==> config.mk <==
export PLATFORM = sky130hd
export DESIGN_NAME = check_node_ms
export DESIGN_NICKNAME = d
export VERILOG_FILES = /design/src/rtl/check_node_ms.sv
export SDC_FILE = /design/constraint.sdc
export NUM_CORES = 1
export LEC_CHECK = 0
export BUFFER_PORTS_ARGS = -buffer_cell sky130_fd_sc_hd__buf_2
export CAP_MARGIN = 10
export CORE_AREA = 10 10 209 211
export CTS_BUF_LIST = sky130_fd_sc_hd__clkbuf_8
export DETAILED_ROUTE_END_ITERATION = 7
export DIE_AREA = 0 0 219 221
export PLACE_DENSITY_LB_ADDON = 0.08
export RECOVER_POWER = 100
export SETUP_SLACK_MARGIN = 0.15
export SLEW_MARGIN = 30
export SYNTH_ARGS = -nofsm -noshare
export SYNTH_HDL_FRONTEND = slang
export SYNTH_SLANG_ARGS = --single-unit
==> constraint.sdc <==
create_clock -name clk -period 6.21 [get_ports clk]
set_input_delay 0.9315 -clock clk [delete_from_list [all_inputs] [get_ports clk]]
set_output_delay 0.9315 -clock clk [all_outputs]
set_load 0.02 [all_outputs]
==> src/rtl/check_node_ms.sv <==
`default_nettype none
// ============================================================================
// check_node_ms : serial min-sum LDPC check node (min1/min2/idx/parity scan)
// Rev 1.0
// ============================================================================
module check_node_ms #(
    parameter int weight = 6,
    parameter int length = 15,
    parameter int OFFSET = 0
) (
    input  logic                     clk,
    input  logic                     rst,
    input  logic [weight*length-1:0] variable_value_input,
    input  logic [weight-1:0]        variable_enable_input,
    output logic [weight*length-1:0] check_value_output,
    output logic [weight-1:0]        check_enable_output,
    output logic                     syndrome,
    output logic                     busy
);

    localparam int            MW      = length - 1;
    localparam int            CW      = (weight > 1) ? $clog2(weight) : 1;
    localparam logic [MW-1:0] MAG_MAX = {MW{1'b1}};
    localparam logic [MW-1:0] OFF     = MW'(OFFSET);
    localparam logic [CW-1:0] LAST    = CW'(weight - 1);

    typedef enum logic [1:0] {
        IDLE   = 2'd0,
        SCAN   = 2'd1,
        OUTPUT = 2'd2,
        HOLD   = 2'd3
    } state_t;

    state_t            state;
    logic [length-1:0] msg [weight];
    logic [MW-1:0]     min1;
    logic [MW-1:0]     min2;
    logic [CW-1:0]     idx;
    logic [CW-1:0]     cnt;
    logic              parity;

    logic [length-1:0]        cur;
    logic [length-1:0]        cur_abs;
    logic [MW-1:0]            cur_mag;
    logic [weight*length-1:0] out_next;

    // The most negative code has no positive twin; it saturates to MAG_MAX.
    always_comb begin
        cur     = msg[cnt];
        cur_abs = cur[length-1] ? -cur : cur;
        cur_mag = cur_abs[length-1] ? MAG_MAX : cur_abs[MW-1:0];
    end

    generate
        for (genvar i = 0; i < weight; i++) begin : g_out
            logic [MW-1:0]     m;
            logic [MW-1:0]     m_off;
            logic [length-1:0] pos;
            logic [length-1:0] val;
            always_comb begin
                m     = (idx == CW'(i)) ? min2 : min1;
                m_off = (m > OFF) ? (m - OFF) : '0;
                pos   = {1'b0, m_off};
                val   = (parity ^ msg[i][length-1]) ? -pos : pos;
            end
            assign out_next[i*length +: length] = val;
        end
    endgenerate

    assign busy = (state != IDLE);

    always_ff @(posedge clk or negedge rst) begin
        if (!rst) begin
            state               <= IDLE;
            min1                <= '0;
            min2                <= '0;
            idx                 <= '0;
            cnt                 <= '0;
            parity              <= 1'b0;
            check_value_output  <= '0;
            check_enable_output <= '0;
            syndrome            <= 1'b0;
            for (int i = 0; i < weight; i++) begin
                msg[i] <= '0;
            end
        end else begin
            case (state)
                IDLE: begin
                    if (&variable_enable_input) begin
                        for (int i = 0; i < weight; i++) begin
                            msg[i] <= variable_value_input[i*length +: length];
                        end
                        min1   <= MAG_MAX;
                        min2   <= MAG_MAX;
                        idx    <= '0;
                        cnt    <= '0;
                        parity <= 1'b0;
                        state  <= SCAN;
                    end
                end
                SCAN: begin
                    // Strict compares: the earliest of equal magnitudes keeps min1.
                    if (cur_mag < min1) begin
                        min2 <= min1;
                        min1 <= cur_mag;
                        idx  <= cnt;
                    end else if (cur_mag < min2) begin
                        min2 <= cur_mag;
                    end
                    parity <= parity ^ cur[length-1];
                    cnt    <= cnt + CW'(1);
                    if (cnt == LAST) begin
                        state <= OUTPUT;
                    end
                end
                OUTPUT: begin
                    check_value_output  <= out_next;
                    syndrome            <= parity;
                    check_enable_output <= '1;
                    state               <= HOLD;
                end
                HOLD: begin
                    if (variable_enable_input == '0) begin
                        check_enable_output <= '0;
                        state               <= IDLE;
                    end
                end
                default: state <= IDLE;
            endcase
        end
    end

endmodule
`default_nettype wire

# [After elaboration in Yosys (flattened, before gate mapping)]
# Cells that the tools add are included.
[word_totals] register_bits=224 output_inout_bits=98 word_cells=108
[classes] n_addsub=8 magnitude_cmp=9 n_mux=41 n_eq_ne=14 n_reduce_logical=13 n_bitwise=8
[op_table] cell="14-bit 2-to-1 mux" count=17
[op_table] cell="15-bit 2-to-1 mux" count=9
[op_table] cell="14-bit negation with 15-bit output" count=6
[op_table] cell="14-bit by 1-bit greater-than comparator with 1-bit output (second input constant)" count=6
[op_table] cell="14-bit case mux with 2 select lines" count=2
[op_table] cell="15-bit binary-select mux with 3-bit select" count=1
[op_table] cell="14-bit < comparator" count=2
[op_table] cell="15-bit negation" count=1
[op_table] cell="3-bit case mux with 2 select lines" count=2
[op_table] cell="6-bit case mux with 2 select lines" count=1
[op_table] cell="3-bit == test (second input constant)" count=3
[op_table] cell="3-bit AND reduction" count=3
[op_table] cell="2-bit != test (second input constant)" count=4
[op_table] cell="2-bit case mux with 4 select lines" count=1
[op_table] cell="7-bit AND reduction" count=1
[op_table] cell="1-bit XOR" count=7
[op_table] cell="3-bit by 2-bit == test with 1-bit output (second input constant)" count=2
[op_table] cell="6-bit zero test" count=1
[op_table] cell="2-bit 2-to-1 mux" count=3
[op_table] cell="3-bit 2-to-1 mux" count=2
[op_table] cell="6-bit 2-to-1 mux" count=1
[op_table] cell="6-bit AND reduction" count=1
[op_table] cell="2-bit nonzero test" count=3
[op_table] cell="2-bit == test (second input constant)" count=2
[op_table] cell="11 further kinds" count=12

# [Depth between registers and ports, before layout]
[logic_depth] ltp_word=11 ltp_mapped=23

# [Worst setup path before layout]
# Ideal clock, no wire load.
[synth_path] path_kind="register to register" startpoint="register cnt[1]" endpoint="register min1[7]" path_stages_with_launch=24 path_slack_ns=1.131 path_buffers=6 arrival_time_ns=4.953 setup_time_ns=0.127 path_cell_list="dfrtp_1 -> buf_6 -> buf_2 -> buf_2 -> mux2i_1 -> mux4_2 -> ha_1 -> nor4bb_1 -> and3_1 -> nand3_1 -> clkbuf_1 -> and2_1 -> inv_1 -> ha_1 -> a21o_1 -> a21o_1 -> a2111oi_0 -> o2111ai_1 -> a31o_2 -> and2_1 -> buf_4 -> a21oi_2 -> buf_2 -> o21ai_1"
[synth_between] elab_chain_len=10 word_cells_on_any_way=12 cone_classes="add/sub (1); order compare (1); eq/ne (1); mux (7); bitwise (1); reduce/logical (1)"
[synth_lines] item="start, declared" line_no="39" text="logic [CW-1:0] cnt;"
[synth_lines] item="start signal, assigned" line_no="111" text="cnt <= cnt + CW'(1);"
[synth_lines] item="3-bit inverter with 4-bit output (implied by the code) (*)" line_no="49" text="cur = msg[cnt];"
[synth_lines] item="15-bit binary-select mux with 3-bit select (*)" line_no="49"
[synth_lines] item="15-bit 2-to-1 mux (implied by the code) (*) (2 in a row)" line_no="49"
[synth_lines] item="15-bit negation" line_no="50" text="cur_abs = cur[length-1] ? -cur : cur;"
[synth_lines] item="15-bit 2-to-1 mux (*)" line_no="50"
[synth_lines] item="14-bit 2-to-1 mux (*)" line_no="51" text="cur_mag = cur_abs[length-1] ? MAG_MAX : cur_abs[MW-1:0];"
[synth_lines] item="14-bit < comparator" line_no="103" text="if (cur_mag < min1) begin"
[synth_lines] item="2-bit != test (no line)"
[synth_lines] item="3-bit AND reduction (no line)"
[synth_lines] item="end signal, assigned" line_no="105" text="min1 <= cur_mag;"
[synth_lines] item="end, declared" line_no="36" text="logic [MW-1:0] min1;"
# Mark *: on every way between the ends. The rest lies on a longest branch, timed or not. The select of a mux whose other input is x is not followed.
# A chain may end at the register's enable or synchronous reset.

# [Final worst setup path]
[layout_path] startpoint="register cnt[0]" endpoint="register min2[11]"
[layout_between] elab_chain_len=10 word_cells_on_any_way=14 cone_classes="add/sub (1); order compare (2); eq/ne (1); mux (8); bitwise (1); reduce/logical (1)"
[layout_lines] item="3-bit inverter with 4-bit output (implied by the code) (*)" line_no="49"
[layout_lines] item="15-bit binary-select mux with 3-bit select (*)" line_no="49"
[layout_lines] item="15-bit 2-to-1 mux (implied by the code) (*) (2 in a row)" line_no="49"
[layout_lines] item="15-bit negation" line_no="50"
[layout_lines] item="15-bit 2-to-1 mux (*)" line_no="50"
[layout_lines] item="14-bit 2-to-1 mux (*)" line_no="51"
[layout_lines] item="14-bit < comparator (tied with other cells)" line_no="103"
[layout_lines] item="3-bit != test (no line) / 14-bit 2-to-1 mux (equally long branches)"
[layout_lines] item="3-bit AND reduction (no line) / 14-bit case mux with 2 select lines (equally long branches)"
[layout_lines] item="end signal, assigned" line_no="104" text="min2 <= min1;"
[layout_lines] item="end signal, assigned" line_no="108" text="min2 <= cur_mag;"
[layout_lines] item="end, declared" line_no="37" text="logic [MW-1:0] min2;"
# Marks and branches as above.

==> impl_metrics.env <==
export IMPL_max_slew_margin_pct=-140
export IMPL_synth_seq_cells=219
export IMPL_synth_cell_types=74
export IMPL_start_util_pct=34.5
export IMPL_path_class="reg2reg"
export IMPL_tns_ns=0
export IMPL_setup_viol=0
export IMPL_crit_arrival_ns=6.15
export IMPL_seq_area_frac_synth_pct=40.2
export IMPL_rrSetupSlack_ns=0.54
export IMPL_cap_violations=5
export IMPL_chipHeight_um=221
export IMPL_final_util_pct=39.9
export IMPL_clockRootBuffer="clkbuf_8"
export IMPL_cts_num_sinks=219
export IMPL_dieArea_sq_um=48400
export IMPL_final_cells=2100
export IMPL_fin_nets=1685
export IMPL_die_w_um=219
export IMPL_min_path_type="reg2reg"
export IMPL_clkLatencyLatePin_ns=0.62
export IMPL_drive_gt1_share_pct=24.3
export IMPL_dr_pass1_iters=7
export IMPL_synth_edff_count=0
export IMPL_cts_buffers=41
export IMPL_drt_iter0_markers=872
export IMPL_ant_nets=0
export IMPL_rr_endpoint="min2[11]"
export IMPL_vias_per_cell=5.40
export IMPL_rsz0062_at_grt="false"
export IMPL_rr_worst_depth=16
export IMPL_peakVddDrop_v=0.000187
export IMPL_crit_fanout=14
export IMPL_layout_min_cycle_time_ns=5.67
export IMPL_critPathRequiredTime_ns=6.69
export IMPL_timing_rr_start="cnt[0]"
export IMPL_worstHoldPathCells=2
export IMPL_worstHoldStart="check_value_output[75]"
export IMPL_rows=73
export IMPL_hold_ws_ns=0.480
export IMPL_skew_ns=0.0298
export IMPL_status="finished, violations left"
export IMPL_vias=11300
export IMPL_cellLeakagePower_uw=0.00696
export IMPL_synth_async_sr_flop_share_pct=100
export IMPL_grt_max_degree=155
export IMPL_place_inst=2029
export IMPL_hold_viol=0
export IMPL_synth_ff_type="dfrtp_1"
export IMPL_max_freq_mhz=176
export IMPL_gp_routability_congestion=0.949
export IMPL_cts_tree="built"
export IMPL_wl_per_cell_um=23.3
export IMPL_diodes=0
export IMPL_wl_um=49000
export IMPL_hold_end="check_value_output[75]"
export IMPL_port_buffers=195
export IMPL_clk_pin_slew_ns=0.06
export IMPL_syn_inst=1380
export IMPL_worst_pin_slew_ns=3.60
export IMPL_num_io_pins=196
export IMPL_drc=0
export IMPL_drv_slew=222
export IMPL_min_period_over_period_pct=91.3
export IMPL_place_hpwl_um=36600
export IMPL_power_per_cell_area_nw_per_um2=616
export IMPL_overflow=0
export IMPL_start_kind="flop"
export IMPL_power_uw=9690
export IMPL_synthToLayoutAreaGrowth_pct=15.5
export IMPL_syn_nets=1518
export IMPL_grt_pass1_wl_um=74200
export IMPL_htreeDepth=2
export IMPL_core_sq_um=39500
export IMPL_endpoint_kind="flop"
export IMPL_syn_area_sq_um=13600
export IMPL_grt_pass1_vias=11600
export IMPL_syn_avg_cell_area_sq_um=9.87
export IMPL_cts_buffer_depth=3
export IMPL_antenna_found_initial=0
export IMPL_yosys_warnings=0
export IMPL_grt_usage_pct=20.0
export IMPL_violations="max-capacitance violations, max-slew violations"
==> logic make-up after synthesis <==
| group | after synthesis | share of synthesized area, % |
|---|---|---|
| and+or+nand+nor | 338 | 11.8 |
| adders and majority gates | 40 | 3.67 |
| AOI/OAI and AO/OA | 288 | 13.2 |
| xor gates and xnor gates | 92 | 5.91 |
| DFF | 219 | 40.2 |
| buffers and inverters | 150 | 4.63 |
| muxes | 253 | 20.6 |
==> worst max path at each step <==
| stage | from | end | slack (ns) | depth (start not counted) |
|---|---|---|---|---|
| finish | cnt[0] | min2[11] | 0.54 | 16 |
| global route | cnt[0] | min2[11] | 0.14 | 16 |
| CTS | cnt[1] | min2[11] | 0.53 | 17 |
| detailed placement | cnt[1] | min2[11] | 0.57 | 17 |
| global placement | cnt[1] | min2[11] | 0.60 | 17 |
| floorplan | cnt[1] | min1[7] | 1.13 | 23 |
==> worst max-delay path, cell delays in order (launching register included) <==
cell,delay (ns)
dfrtp_1,0.70
mux2_1,0.42
a222oi_1,0.55
and3_1,0.29
nand4_1,0.22
o21ai_0,0.26
xnor2_1,0.25
nand2_1,0.17
ha_1,0.32
a2111oi_0,0.45
o21ai_0,0.17
a31oi_1,0.29
o2111ai_1,0.15
a31o_2,0.28
nand3_1,0.11
a21o_1,0.50
mux2_2,0.40
==> synth_stat cells (all sizes together), types with 7 or more instances <==
cell type    n  share of area [%]
nor3        32                1.2
nor2       114                3.1
xor2        32                2.1
a31oi       33                1.5
a21oi      106                3.9
xnor2       60                3.9
inv         48                1.3
nand3       16               0.66
o21ai       48                1.8
and3        11               0.51
clkbuf      73                2.0
a21o        11               0.61
o31ai        9               0.50
mux2i       62                4.6
nand2       94                2.6
ha          40                3.7
nand2b       7               0.32
o211ai      13               0.72
a211oi      17               0.94
and2        10               0.46
mux2       188                 16
dfrtp      219                 40
nand4       15               0.69
buf         28                1.3
nor4         8               0.52
o22ai        7               0.32
==> repair_timing <==
item | 4_1_cts | 5_1_grt
buffers inserted | 0 | 0
endpoints found under the setup margin | 0 | 12
gates resized for setup | 0 | 1
hold buffers | 0 | 0
==> area by class of cell <==
cell class                 instances  area (sq um)
multi-input combinational       1011          7500
clock buffer                      51           702
timing repair buffer             225          1060
fill                            4094         23700
sequential                       219          5490
tap                              525           657
inverter                          49           184
clock inverter                    20           149
==> power breakdown <==
part           internal (uW)  switching [uW]  total [uW]  leakage [uW]
Combinational           2150            3460        5610       0.00382
Clock                    824             654        1480      0.000475
Sequential              1980             624        2600       0.00267
==> cells in the final DEF, fill, tap and decap left out, drive strengths merged, types with 7 or more instances in the layout <==
cell type and n:
dfrtp 219, mux2i 62, and3 11, a31oi 33
o22ai 7, nor4 8, buf 118, mux2 188
ha 40, xnor2 60, nor3 32, o21ai 48
and2 10, clkbuf 158, nand3 16, nor2 114
nand2b 7, xor2 32, inv 61, nand2 94
a211oi 17, o31ai 9, nand4 15, o211ai 13
a21oi 106, a21o 11
==> per-layer routing <==
layer  vias up  part of all wire, %  wire length (um)  GRT usage, %
met1      5603                   43             21200          25.2
met4         0                  3.5              1710          7.78
met2       337                   48             23500          33.0
met3        90                  5.4              2650          3.67
met5         -                    0                 0             0
li1       5304                    -                 -             -
==> sequential cells by signal, indices dropped and copies added (netlist names), 2 cells and up <==
name / cells
idx: 3
cnt: 3
msg: 90
state: 2
min1: 14
check_value_output: 90
min2: 14
==> metrics by stage <==
step	area, sq um	worst slack (ns)
after floorplan	13600	1.13
after global placement	15100	0.598
after detailed placement	15100	0.568
after CTS	16000	0.530
after global routing	15700	0.140
final	15700	0.541
(Power assumes the default switching activity.)
